--- src/rtl/instr_fetch_if.sv ---
// rtl/instr_fetch_if.sv - ROM bus, control-unit handshake and status bundle for instr_fetch
interface instr_fetch_if #(
  parameter int ADDR_W = 5,
  parameter int DATA_W = 9
);
  logic              Enable;
  logic [ADDR_W-1:0] mem_addr;
  logic [DATA_W-1:0] mem_data;
  logic [DATA_W-1:0] IR;
  logic [DATA_W-1:0] DIN;
  logic              Run;
  logic              Done;
  logic [ADDR_W-1:0] PC;
  logic              Busy;
  logic              Halted;
  logic              Err;
  logic [7:0]        InstrCount;

  modport master (
    input  Enable, mem_data, Done,
    output mem_addr, IR, DIN, Run, PC, Busy, Halted, Err, InstrCount
  );

  modport slave (
    output Enable, mem_data, Done,
    input  mem_addr, IR, DIN, Run, PC, Busy, Halted, Err, InstrCount
  );
endinterface

--- src/rtl/instr_fetch.sv ---
// rtl/instr_fetch.sv - instruction-fetch sequencer feeding the processor control unit
module instr_fetch #(
  parameter int ADDR_W  = 5,
  parameter int DATA_W  = 9,
  parameter int TIMEOUT = 15
) (
  input logic           clk,
  input logic           Reset,
  instr_fetch_if.master bus
);
  localparam int CNT_W = $clog2(TIMEOUT + 1);
  localparam logic [CNT_W-1:0] CNT_LAST = CNT_W'(TIMEOUT - 1);

  typedef enum logic [2:0] {
    S_IDLE, S_FETCH, S_LATCH, S_IMM, S_IMM_LAT, S_ISSUE, S_WAIT_DONE, S_HALT
  } state_t;

  state_t            state_q, state_d;
  logic [ADDR_W-1:0] pc_q;
  logic [DATA_W-1:0] ir_q;
  logic [DATA_W-1:0] din_q;
  logic [CNT_W-1:0]  cnt_q;
  logic              err_q;
  logic [7:0]        count_q;

  logic       pc_inc, ir_load, din_load, cnt_clr, cnt_inc, instr_done, err_set;
  logic [2:0] opcode;

  // Decode straight from the ROM output in LATCH, the same word being captured into IR.
  assign opcode = bus.mem_data[DATA_W-1 -: 3];

  always_comb begin
    state_d    = state_q;
    pc_inc     = 1'b0;
    ir_load    = 1'b0;
    din_load   = 1'b0;
    cnt_clr    = 1'b0;
    cnt_inc    = 1'b0;
    instr_done = 1'b0;
    err_set    = 1'b0;
    case (state_q)
      S_IDLE:    if (bus.Enable) state_d = S_FETCH;
      S_FETCH:   state_d = S_LATCH;
      S_LATCH: begin
        ir_load = 1'b1;
        pc_inc  = 1'b1;
        if (opcode[2])             state_d = S_HALT;
        else if (opcode == 3'b001) state_d = S_IMM;
        else                       state_d = S_ISSUE;
      end
      S_IMM:     state_d = S_IMM_LAT;
      S_IMM_LAT: begin
        din_load = 1'b1;
        pc_inc   = 1'b1;
        state_d  = S_ISSUE;
      end
      S_ISSUE: begin
        cnt_clr = 1'b1;
        state_d = S_WAIT_DONE;
      end
      S_WAIT_DONE: begin
        // Done takes priority over the final timeout count.
        if (bus.Done) begin
          instr_done = 1'b1;
          state_d    = bus.Enable ? S_FETCH : S_IDLE;
        end else if (cnt_q == CNT_LAST) begin
          err_set = 1'b1;
          state_d = S_HALT;
        end else begin
          cnt_inc = 1'b1;
        end
      end
      S_HALT:    state_d = S_HALT;
      default:   state_d = S_IDLE;
    endcase
  end

  always_ff @(posedge clk) begin
    if (Reset) begin
      state_q <= S_IDLE;
      pc_q    <= '0;
      ir_q    <= '0;
      din_q   <= '0;
      cnt_q   <= '0;
      err_q   <= 1'b0;
      count_q <= '0;
    end else begin
      state_q <= state_d;
      if (pc_inc)     pc_q    <= pc_q + 1'b1;
      if (ir_load)    ir_q    <= bus.mem_data;
      if (din_load)   din_q   <= bus.mem_data;
      if (cnt_clr)    cnt_q   <= '0;
      else if (cnt_inc) cnt_q <= cnt_q + 1'b1;
      if (err_set)    err_q   <= 1'b1;
      if (instr_done) count_q <= count_q + 8'd1;
    end
  end

  assign bus.mem_addr   = pc_q;
  assign bus.PC         = pc_q;
  assign bus.IR         = ir_q;
  assign bus.DIN        = din_q;
  assign bus.Run        = (state_q == S_ISSUE);
  assign bus.Busy       = (state_q != S_IDLE) && (state_q != S_HALT);
  assign bus.Halted     = (state_q == S_HALT);
  assign bus.Err        = err_q;
  assign bus.InstrCount = count_q;
endmodule
--- src/flat_wrapper.sv ---
// flat-port wrapper written by rule: the top's interface ports become plain ports
module instr_fetch_flat 
#(
  parameter int ADDR_W  = 5,
  parameter int DATA_W  = 9,
  parameter int TIMEOUT = 15
)
  (clk, Reset, bus_Enable, bus_mem_data, bus_Done, bus_mem_addr, bus_IR, bus_DIN, bus_Run, bus_PC, bus_Busy, bus_Halted, bus_Err, bus_InstrCount);
  instr_fetch_if #(.ADDR_W(ADDR_W), .DATA_W(DATA_W)) bus_i ();
  input logic clk;
  input logic Reset;
  input wire logic [$bits(bus_i.Enable)-1:0] bus_Enable;
  input wire logic [$bits(bus_i.mem_data)-1:0] bus_mem_data;
  input wire logic [$bits(bus_i.Done)-1:0] bus_Done;
  output wire logic [$bits(bus_i.mem_addr)-1:0] bus_mem_addr;
  output wire logic [$bits(bus_i.IR)-1:0] bus_IR;
  output wire logic [$bits(bus_i.DIN)-1:0] bus_DIN;
  output wire logic [$bits(bus_i.Run)-1:0] bus_Run;
  output wire logic [$bits(bus_i.PC)-1:0] bus_PC;
  output wire logic [$bits(bus_i.Busy)-1:0] bus_Busy;
  output wire logic [$bits(bus_i.Halted)-1:0] bus_Halted;
  output wire logic [$bits(bus_i.Err)-1:0] bus_Err;
  output wire logic [$bits(bus_i.InstrCount)-1:0] bus_InstrCount;
  assign bus_i.Enable = bus_Enable;
  assign bus_i.mem_data = bus_mem_data;
  assign bus_i.Done = bus_Done;
  assign bus_mem_addr = bus_i.mem_addr;
  assign bus_IR = bus_i.IR;
  assign bus_DIN = bus_i.DIN;
  assign bus_Run = bus_i.Run;
  assign bus_PC = bus_i.PC;
  assign bus_Busy = bus_i.Busy;
  assign bus_Halted = bus_i.Halted;
  assign bus_Err = bus_i.Err;
  assign bus_InstrCount = bus_i.InstrCount;
  instr_fetch #(.ADDR_W(ADDR_W), .DATA_W(DATA_W), .TIMEOUT(TIMEOUT)) u_core (.clk(clk), .Reset(Reset), .bus(bus_i));
endmodule
--- config.mk ---
export PLATFORM = sky130hd
export DESIGN_NAME = instr_fetch_flat
export DESIGN_NICKNAME = d
export VERILOG_FILES = /design/src/rtl/instr_fetch_if.sv /design/src/rtl/instr_fetch.sv /design/src/flat_wrapper.sv
export SDC_FILE = /design/constraint.sdc
export NUM_CORES = 1
export LEC_CHECK = 0
export BUFFER_PORTS_ARGS = -buffer_cell sky130_fd_sc_hd__buf_2
export CORE_MARGIN = 5
export CORE_UTILIZATION = 35
export CTS_BUF_LIST = sky130_fd_sc_hd__clkbuf_4 sky130_fd_sc_hd__clkbuf_8
export DETAILED_ROUTE_END_ITERATION = 16
export PLACE_DENSITY_LB_ADDON = 0.2
export SLEW_MARGIN = 20
export SYNTH_ARGS = -nofsm -noshare
export SYNTH_HDL_FRONTEND = slang
export SYNTH_SLANG_ARGS = --single-unit
--- constraint.sdc ---
create_clock -name clk -period 1.7 [get_ports clk]
set_input_delay 0.34 -clock clk [delete_from_list [all_inputs] [get_ports clk]]
set_output_delay 0.34 -clock clk [all_outputs]
set_load 0.1 [all_outputs]
Word-level counts from Yosys, hierarchy flattened
Cells that the tools add are included.

storage, ports and cells
  logic and storage cells = 47
  bits of input ports = 13
  register bits = 39
  memories kept = 0
  output and inout bits = 40
  ROM bits = 0
  latch bits = 0
  memory bits (writable) = 0

operators by class
  div/mod/pow operators = 0
  equality and inequality tests = 12
  shift operators = 0
  multiply operators = 0
  order comparisons = 0
  reductions and logical operators = 6
  add/sub/neg operators = 3
  bitwise operators = 0
  multiplexer cells = 19

operators with widths
  cell                   count
  $pmux W3 S8            1
  $mux W3                5
  $mux W1                13
  $eq A3 B3 Y1 const B   4
  $add A8 B1 Y8 const B  1
  $eq A3 B1 Y1 const B   2
  $eq A3 B2 Y1 const B   2
  $add A5 B1 Y5 const B  1
  $add A4 B1 Y4 const B  1
  $eq A4 B4 Y1 const B   1
  $reduce_or A2 Y1       2
  $logic_not A3 Y1       1
  $ne A3 B2 Y1 const B   1
  $ne A3 B3 Y1 const B   1
  $reduce_bool A3 Y1     1
  $ne A2 B2 Y1 const B   1
  $reduce_and A2 Y1      1
  $logic_and A1 B1 Y1    1

Longest topological paths before layout
Gate-level depths: netlist (run 1).

  depth after elaboration = 4
  gate-level depth with buffers = 6
  gate-level depth less buffers = 5

Worst setup path before layout (run 1)
OpenSTA, ideal clock, no wires.

  kind = reg-to-output
  from = register u_core.state_q[0]
  to = output bus_Busy
  buffers on the path = 2
  path slack = -1.141 ns
  cell stages (with the launch flop) = 5
  required time = 1.360 ns
  data arrival time = 2.501 ns
  cell sequence = dfxtp_1 > buf_6 > clkbuf_1 > and3_1 > nor2_1

between the ends
  longest elaborated chain between the ends = 2

ends and longest elaborated chain
  item                                                line                text
  start, declared                                     instr_fetch.sv:18   state_t state_q, state_d;
  start signal, assigned                              instr_fetch.sv:88   state_q <= state_d;
  $ne A3 B3 Y1 or $reduce_bool A3 Y1 (tied branches)  instr_fetch.sv:104  assign bus.Busy = (state_q != S_IDLE) && (state_q != S_HALT);
  $logic_and A1 B1 Y1 (*)                             instr_fetch.sv:104
  end, declared                                       flat_wrapper.sv:20  output wire logic [$bits(bus_i.Busy)-1:0] bus_Busy;

Every way passes the cells marked *; elsewhere a longest branch is shown, timed or not.

Final worst setup path (run 1)
Ends and elaborated chain as after synthesis.

==> results of run 1 <==
==> power breakdown <==
group	switching, uW	internal [uW]
Sequential	37.3	958
Combinational	509	175
Clock	339	587
==> cell families (layout without fill, tap and decap cells) <==
group,count (synthesis),after routing,share of synthesized area
xor+xnor,2,2,0.00993
fa+ha+maj,4,4,0.0284
compound gates,35,35,0.113
buf+inv,26,77,0.0780
simple gates,64,64,0.213
flops,39,39,0.443
mux,20,20,0.114
==> flip-flops by register name, indices dropped and copies added (netlist names) <==
signal / cells
u_core.bus.Err: 1
u_core.state_q: 3
u_core.cnt_q: 4
u_core.bus.IR: 9
u_core.bus.DIN: 9
u_core.bus.InstrCount: 8
u_core.bus.PC: 5
==> final timing paths <==
check | slack [ps] | end | depth (start not counted)
setup / recovery | 70 | bus_Busy | 4
hold / removal | 290 | u_core.bus.DIN[1] | 3
setup reg to reg | 120 | u_core.cnt_q[3] | 5
hold reg to reg | 470 | u_core.bus.Err | 2
==> routing by layer <==
layer | wire length [um] | share of wire | vias up
met5 | 0 | 0 | -
met4 | 59 | 0.016 | 0
met3 | 306 | 0.081 | 6
met2 | 1640 | 0.43 | 44
met1 | 1770 | 0.47 | 666
li1 | - | - | 763
==> cell type report <==
class	instances	area, um^2	area share
multi-input cells	125	873	0.380
inverters	9	33.8	0.0147
clock buffers	5	68.8	0.0299
clock inverters	3	66.3	0.0288
repair buffers	60	365	0.159
flip-flops and latches	39	808	0.351
well taps	67	83.8	0.0365
==> worst max-delay path, stage by stage (launching register included) <==
cell     delay (ps)
dfxtp_4         370
buf_4           160
and3_4          170
nor2_4          120
buf_12          180
==> cell usage after synthesis (3+ instances only) <==
| cell type | instances | area, um^2 |
|---|---|---|
| a21oi_1 | 16 | 80.1 |
| buf_4 | 6 | 45.0 |
| clkbuf_1 | 7 | 26.3 |
| dfxtp_1 | 39 | 781 |
| ha_1 | 4 | 50.1 |
| inv_1 | 8 | 30.0 |
| mux2i_1 | 19 | 190 |
| nand2_1 | 5 | 18.8 |
| nor2_1 | 23 | 86.3 |
| nor2b_1 | 3 | 18.8 |
| nor3b_1 | 3 | 22.5 |
| o21ai_0 | 6 | 30.0 |
| o31ai_1 | 7 | 52.6 |
| or3_1 | 7 | 43.8 |
| or4_1 | 6 | 45.0 |
==> stage by stage <==
stage               power (uW)  TNS (ps)  std cells   util
floorplan                 1560      -172        190      -
global placement          1700         0        300  0.446
detailed placement        1700         0        300  0.446
CTS                       2640         0        308  0.475
global route              2730         0        308  0.477
finish                    2610         0        308  0.477
==> what timing repair did <==
item | 4_1_cts | 5_1_grt
gates resized for setup | 2 | 5
gates cloned | 0 | 0
endpoints found under the setup margin | 1 | 3
==> metrics.txt, run 1 <==
outcome=finished clean; remaining antenna violation count after routing=0; Leak=approximately 0.00098 uW; fin nets=between 200 and 300; Mapped Avg Cell Area=roughly 9.3 um^2; Synth Cell Area=1760 um^2; peak fanout along the critical path=10; clk slew on worst S/H paths=90 ps; Vias/cell=~4.8; synthesized net count=207; Hold WC Path Type=in -> reg; initial core utilization=0.366; IO Port Bufs=52; vias post-DR=around 1500; CTS buffer count=5; ANT cells=0; nature of the critical path startpoint=flip-flop; latest clock arrival within the worst-skew pair=a little under 300 ps; Post-CTS Repair Setup Buffers=0; met2 usage=0.176; post-synthesis sequential area ratio=0.443; Site Rows=25; CTS Root Cell=clkbuf_8; EDFF count, synth=0; setup violators final=0; Die Footprint=between 6000 and 7000 um^2; async set or reset register ratio after synthesis=0; CTS H-tree depth=2; TritonCTS clock tree=built; post-synthesis cell count=190; top_reg_cell synth=dfxtp_1; Hold Fails Final Rpt=0; clock skew=between 10 and 15 ps; worst setup slack after layout=roughly 70 ps; Layout fillers=499; Critical Path Sink Type=output port; crit path time final=around 1600 ps; area grow syn2layout=30.4%; Area after DPL=between 2000 and 2500 um^2; Max Cap Viol=0; first-pass GRT wire length=approximately 6 mm; most common cell after layout, fill and taps aside=buf_2; most used routing layer=met2; placed wire-length estimate=~2.7 mm; worst reg2reg startpoint=u_core.cnt_q[0]; Worst EP arrival=around 1300 ps; met3 GRT Util=0.0443; DIE HEIGHT=between 80 and 90 um; CP startpoint=u_core.state_q[0]; Hold-fix buffers, CTS=0; Die X=81.0 um; DRT iter0 DRCs=59; Distinct cells, synth=38; fraction of layout cells with a size suffix above 1=0.382; Peak VDD IR=about 560 uV; Setup Slack @ Placement=about 81 ps; clock sink count=39; clk buf depth=2; drc violations=0; Highest Clock Rate=613 MHz; DR WL/cell=12.3 um; Crit Path Class=reg -> out; Final Max Slew Viols=0; total power per unit cell area=1130 nW/um^2; WP data required=between 1000 and 1500 ps; Total Wirelength=3.78 mm; gr usage total=0.120; Finished Cell Area=2300 um^2; GP Congestion=a little over 0.7; worst relative slew slack=0.606; Synth Register Bits=39; hold_ws=294 ps; initial antenna violation count=0; largest net degree at the start of global routing=23; Syn. warnings=0; most frequent cells in the layout=buf_2 (49), dfxtp_1 (23), nor2_1 (22), mux2i_1 (19), a21oi_1 (16); vias in the first global route=1377; core area=roughly 4800 um^2; num ports=53; RSZ-0062 raised after global routing=no; fin crit share=0.960; worst-margin pin slew=587 ps; global route total overflow=0; worst hold start=bus_mem_data[1]; GR Layer Usage met1=0.156; first-pass detailed-route iteration total=4
No activity file was read; power rests on OpenSTA's default activity.
==> run 2: changes to the inputs <==
--- a/config.mk
+++ b/config.mk
@@ -5,12 +5,13 @@
 export SDC_FILE = /design/constraint.sdc
 export NUM_CORES = 1
 export LEC_CHECK = 0
+export ABC_AREA = 1
 export BUFFER_PORTS_ARGS = -buffer_cell sky130_fd_sc_hd__buf_2
 export CORE_MARGIN = 5
 export CORE_UTILIZATION = 35
 export CTS_BUF_LIST = sky130_fd_sc_hd__clkbuf_4 sky130_fd_sc_hd__clkbuf_8
 export DETAILED_ROUTE_END_ITERATION = 16
-export PLACE_DENSITY_LB_ADDON = 0.2
+export PLACE_DENSITY = 0.59
 export SLEW_MARGIN = 20
 export SYNTH_ARGS = -nofsm -noshare
 export SYNTH_HDL_FRONTEND = slang
==> run 2 against run 1 <==
Net effect: setup slack improved by 25 ps; synthesized area rose by 0.21%; largest power group is now combinational cells; total power grew 65%; sequential share of layout area grew 1.0 points; fmax up 1.6%; register-to-register slack better by 280 ps; die area grew 0.19%; count of clock-buffer cells in the layout up 2; non-clock buffer count is 8 lower; wire length is 4.4% higher.
==> metrics.txt, run 2 <==
nature of the critical path startpoint=flip-flop; latest clock arrival within the worst-skew pair=just under 300 ps; worst reg2reg startpoint=u_core.state_q[0]; setup violators final=0; worst hold start=bus_mem_data[4]; clk buf depth=2; Setup Slack @ Placement=about 330 ps; clock skew=1.95 ps; post-synthesis sequential area ratio=0.442; total power per unit cell area=~2000 nW/um^2; Die X=81.1 um; Worst path slowest cell=dfxtp_1; DRT iter0 DRCs=just over 50; first-pass GRT wire length=about 6.7 mm; Max Cap Viol=0; most common cell after layout, fill and taps aside=buf_2; CTS buffer count=5; synthesized net count=253; Syn. warnings=0; Vias/cell=4.49; placed wire-length estimate=slightly below 3 mm; async set or reset register ratio after synthesis=0; fin crit share=0.945; critical path, cell by cell=nand2_1 -> nor2_4 -> a21oi_4 -> buf_12; top-area cell type share of the netlist area=0.442; Crit Path Class=reg -> out; worst reg2reg path depth=5; global route total overflow=0; outcome=finished clean; gr usage total=0.131; Finished Layout Cells=352; Bufs and invs on worst path=1; Leak=just over 0.001 uW; remaining antenna violation count after routing=0; most frequent cells in the layout=buf_2 (49), nor2_1 (48), nand2_1 (35), dfxtp_1 (27), a21oi_1 (19); DIE HEIGHT=a little over 80 um; fraction of layout cells with a size suffix above 1=0.326; Hold Crit Endpoint=u_core.bus.IR[4]; hold path depth=3; DR WL/cell=around 11 um; largest net degree at the start of global routing=30; crit path time final=about 1600 ps; top-count cell post-synth=nor2_1; TritonCTS clock tree=built; placed insts=around 340; first-pass detailed-route iteration total=4; family with the most delay on the worst path=flip-flops; Hold-fix buffers, CTS=0; CTS H-tree depth=2; Highest Clock Rate=about 620 MHz; Final Max Slew Viols=0; vias in the first global route=~1500; initial antenna violation count=0; GP Congestion=0.798; Peak VDD IR=around 1400 uV; CTS Root Cell=clkbuf_8; Total Wirelength=3.94 mm; Synth area leader=dfxtp_1; core area=between 4000 and 5000 um^2; Synth Cell Area=between 1500 and 2000 um^2; post-synthesis cell count=236; Critical R2R Capture=u_core.bus.DIN[8]; hold_ws=312 ps; drc violations=0; worst relative slew slack=0.675; area grow syn2layout=24.5%; clock sink count=39; Hold Fails Final Rpt=0; commonest cells in the netlist=nor2_1 (48), dfxtp_1 (39), nand2_1 (35), a21oi_1 (20), o21ai_0 (16); WP data required=~1400 ps; worst-margin pin slew=around 490 ps; fin nets=301; num ports=53; top_reg_cell synth=dfxtp_1; peak fanout along the critical path=5; Tot Pwr=between 4000 and 5000 uW; clk slew on worst S/H paths=roughly 70 ps; Mapped Avg Cell Area=~7.5 um^2; ANT cells=0; Site Rows=25; Hold WC Path Type=in -> reg; Distinct cells, synth=28; vias post-DR=around 1600; Worst EP arrival=1270 ps; R2R setup slack=around 400 ps; Critical Path Sink Type=output port; IO Port Bufs=52; top cells by area, synth=dfxtp_1 (44%), nor2_1 (10%), nand2_1 (7.4%); Worst path max stage delay=around 430 ps; worst setup slack after layout=roughly 93 ps; setup TNS=0 ps; Post-CTS Repair Setup Buffers=0; initial core utilization=0.367; Die Footprint=around 6600 um^2; RSZ-0062 raised after global routing=no; EDFF count, synth=0; Synth Register Bits=39
run 2: kinds of logic (layout without fill, tap and decap cells):
kind of cell / Yosys count / count (layout) / share of synthesized area
flops: 39 / 39 / 0.442
compound gates: 50 / 50 / 0.145
xor+xnor: 3 / 3 / 0.0149
buf+inv: 34 / 83 / 0.0920
fa+ha+maj: 4 / 4 / 0.0283
simple gates: 106 / 106 / 0.278
run 2: worst max path at each step:
stage | from | to | slack, ps | cells past startpoint
6_report | u_core.state_q[0] | bus_Busy | 90 | 4
3_5_place_dp | u_core.state_q[1] | bus_Busy | 330 | 4
4_1_cts | u_core.state_q[2] | bus_Busy | 30 | 4
5_1_grt | u_core.state_q[0] | bus_Busy | 10 | 4
2_1_floorplan | u_core.state_q[1] | bus_Busy | -40 | 3
3_3_place_gp | u_core.state_q[1] | bus_Busy | 350 | 4
run 2: final cells by class:
class / count / area (um^2)
Timing Repair Buffer: 52 / 305
Fill cell: 533 / 2620
Inverter: 23 / 86.3
Tap cell: 67 / 83.8
Sequential cell: 39 / 796
Multi-Input combinational cell: 163 / 841
Clock buffer: 7 / 83.8
Clock inverter: 1 / 5.00
run 2: repair_timing:
item / CTS / global route
gates cloned: 0 / 0
resized for setup: 1 / 1
endpoints found under the setup margin: 1 / 1
run 2: worst register-to-register path: stages (launching register included):
cell	delay, ps
dfxtp_1	370
nor2_2	230
nand2_2	190
inv_2	210
o21ai_0	110
a21oi_1	130
run 2: per-stage QoR:
step,cell area [um^2],util
5_1_grt,2200,0.457
4_1_cts,2200,0.457
3_5_place_dp,2110,0.438
3_3_place_gp,2110,0.438
2_1_floorplan,1800,-
6_report,2200,0.457
run 2: power by group:
part / internal, uW / switching [uW]
clock: 320 / 322
combinational: 437 / 1970
sequential: 1110 / 141
run 2: routing by layer:
metal	wire length [um]	track usage	vias to the layer above
met5	0	0	-
met4	63	0.0507	0
met3	195	0.0410	6
met2	1830	0.224	29
met1	1850	0.153	697
li1	-	-	849
==> run 3: changes to the inputs <==
--- a/config.mk
+++ b/config.mk
@@ -8,10 +8,10 @@
 export ABC_AREA = 1
 export BUFFER_PORTS_ARGS = -buffer_cell sky130_fd_sc_hd__buf_2
 export CORE_MARGIN = 5
-export CORE_UTILIZATION = 35
+export CORE_UTILIZATION = 48
 export CTS_BUF_LIST = sky130_fd_sc_hd__clkbuf_4 sky130_fd_sc_hd__clkbuf_8
 export DETAILED_ROUTE_END_ITERATION = 16
-export PLACE_DENSITY = 0.59
+export PLACE_DENSITY = 0.77
 export SLEW_MARGIN = 20
 export SYNTH_ARGS = -nofsm -noshare
 export SYNTH_HDL_FRONTEND = slang
==> run 3 against run 2 <==
Net effect: count of clock-buffer cells in the layout shrank 2; hold slack lost 17 ps; clock power is 5.3% lower; non-clock buffer count did not move; first-iteration DRC count rose by 33%; sequential power about the same; final cell count shrank 5.4%; critical endpoint unchanged; fmax decreased by 0.57%.
==> metrics.txt, run 3 (same netlist as run 2, synthesis figures left out) <==
Worst path max stage delay=around 440 ps; crit path time final=1620 ps; remaining antenna violation count after routing=0; Highest Clock Rate=between 600 and 700 MHz; first-pass GRT wire length=between 6 and 7 mm; CTS Root Cell=clkbuf_8; placed insts=between 300 and 400; most frequent cells in the layout=buf_2 (49), nor2_1 (48), nand2_1 (35), dfxtp_1 (27), a21oi_1 (19); peak fanout along the critical path=5; CTS buffer count=5; latest clock arrival within the worst-skew pair=around 290 ps; IO Port Bufs=52; fin nets=301; Layout fillers=around 360; Vias/cell=4.73; Finished Layout Cells=between 300 and 400; DR WL/cell=10.7 um; clock sink count=39; Worst path slowest cell=dfxtp_1; Area after DPL=2090 um^2; setup violators final=0; Die X=70.7 um; gr usage total=0.152; drc violations=0; first-pass detailed-route iteration total=4; WP data required=~1400 ps; Die Footprint=5000 um^2; worst setup slack after layout=roughly 84 ps; DIE HEIGHT=a little over 70 um; area grow syn2layout=23.1%; final core utilization=0.604; Crit Path Class=reg -> out; Finished Cell Area=2180 um^2; ANT cells=0; worst-margin pin slew=roughly 490 ps; vias in the first global route=roughly 1500; largest net degree at the start of global routing=30; GP Congestion=about 0.80; nature of the critical path startpoint=flip-flop; Post-CTS Repair Setup Buffers=0; CTS H-tree depth=2; worst relative slew slack=0.676; DRT iter0 DRCs=68; placed wire-length estimate=~2.7 mm; Hold WC Path Type=in -> reg; critical path, cell by cell=nand2_1 -> nor2_4 -> a21oi_4 -> buf_12; num ports=between 50 and 60; Total Wirelength=3.55 mm; Leak=roughly 0.001 uW; Final Max Slew Viols=0; Worst EP arrival=about 1300 ps; clk slew on worst S/H paths=approximately 80 ps; fin crit share=0.951; clk buf depth=2; R2R setup slack=400 ps; TritonCTS clock tree=built; Site Rows=22; Setup Slack @ Placement=344 ps; most common cell after layout, fill and taps aside=buf_2; Critical Path Sink Type=output port; Peak VDD IR=1280 uV; core area=roughly 3600 um^2; Max Cap Viol=0; Hold Fails Final Rpt=0; clock skew=around 5.4 ps; Hold-fix buffers, CTS=0; initial antenna violation count=0; global route total overflow=0; outcome=finished clean; total power per unit cell area=1950 nW/um^2; vias post-DR=~1600; RSZ-0062 raised after global routing=no; fraction of layout cells with a size suffix above 1=0.326; initial core utilization=0.490
## run 3: cell types whose count changed in the layout (fill, tap and decap cells not counted), sizes merged
| cell | before | now |
|---|---|---|
| clkbuf | 7 | 5 |
| clkinvlp | 0 | 2 |
## run 3: report_power, final
group	switching, uW	leakage, uW	internal [uW]
combinational	1960	0.000662	436
clock	324	0.0000402	285
sequential	140	0.000322	1110
total	2420	0.00102	1830
## run 3: final cells by class
class                      count  area [um^2]  area share
multi-input combinational    163          841       0.386
tap                           48         60.1      0.0276
clock inverter                 3         20.0     0.00920
timing repair buffer          52          305       0.140
clock buffer                   5         68.8      0.0316
sequential                    39          796       0.366
inverter                      23         86.3      0.0397
## run 3: metrics by stage
stage	setup TNS (ps)	power (uW)	hold WS, ps
after global placement	0	3650	463
after CTS	0	4280	290
after detailed placement	0	3680	465
after floorplan	-43.7	3330	471
after global routing	0	4470	291
final	0	4250	295
## run 3: critical path, delay by kind of cell, from the launching register on
kind | cells | cell delay (ps)
flip-flops | 1 | 440
AND/OR/NAND/NOR | 2 | 320
buffers and inverters | 1 | 170
AO/OA/AOI/OAI | 1 | 50
## run 3: timing repair
item,4_1_cts,5_1_grt
setup endpoints to repair,0,3
resized for setup,0,2
endpoints found under the hold margin,0,0
## run 3: path summary, 6_finish.rpt
path,start,endpoint,cells past startpoint
max reg2reg,u_core.state_q[0],u_core.bus.PC[0],6
min reg2reg,u_core.bus.Err,u_core.bus.Err,2
max,u_core.state_q[0],bus_Busy,4
min,bus_mem_data[3],u_core.bus.DIN[3],3
## run 3: routing by layer
metal | vias up | global-route usage | routed length (um)
li1 | 851 | - | -
met1 | 686 | 0.171 | 1570
met2 | 29 | 0.264 | 1720
met3 | 9 | 0.0511 | 187
met4 | 0 | 0.0626 | 77
met5 | - | 0 | 0
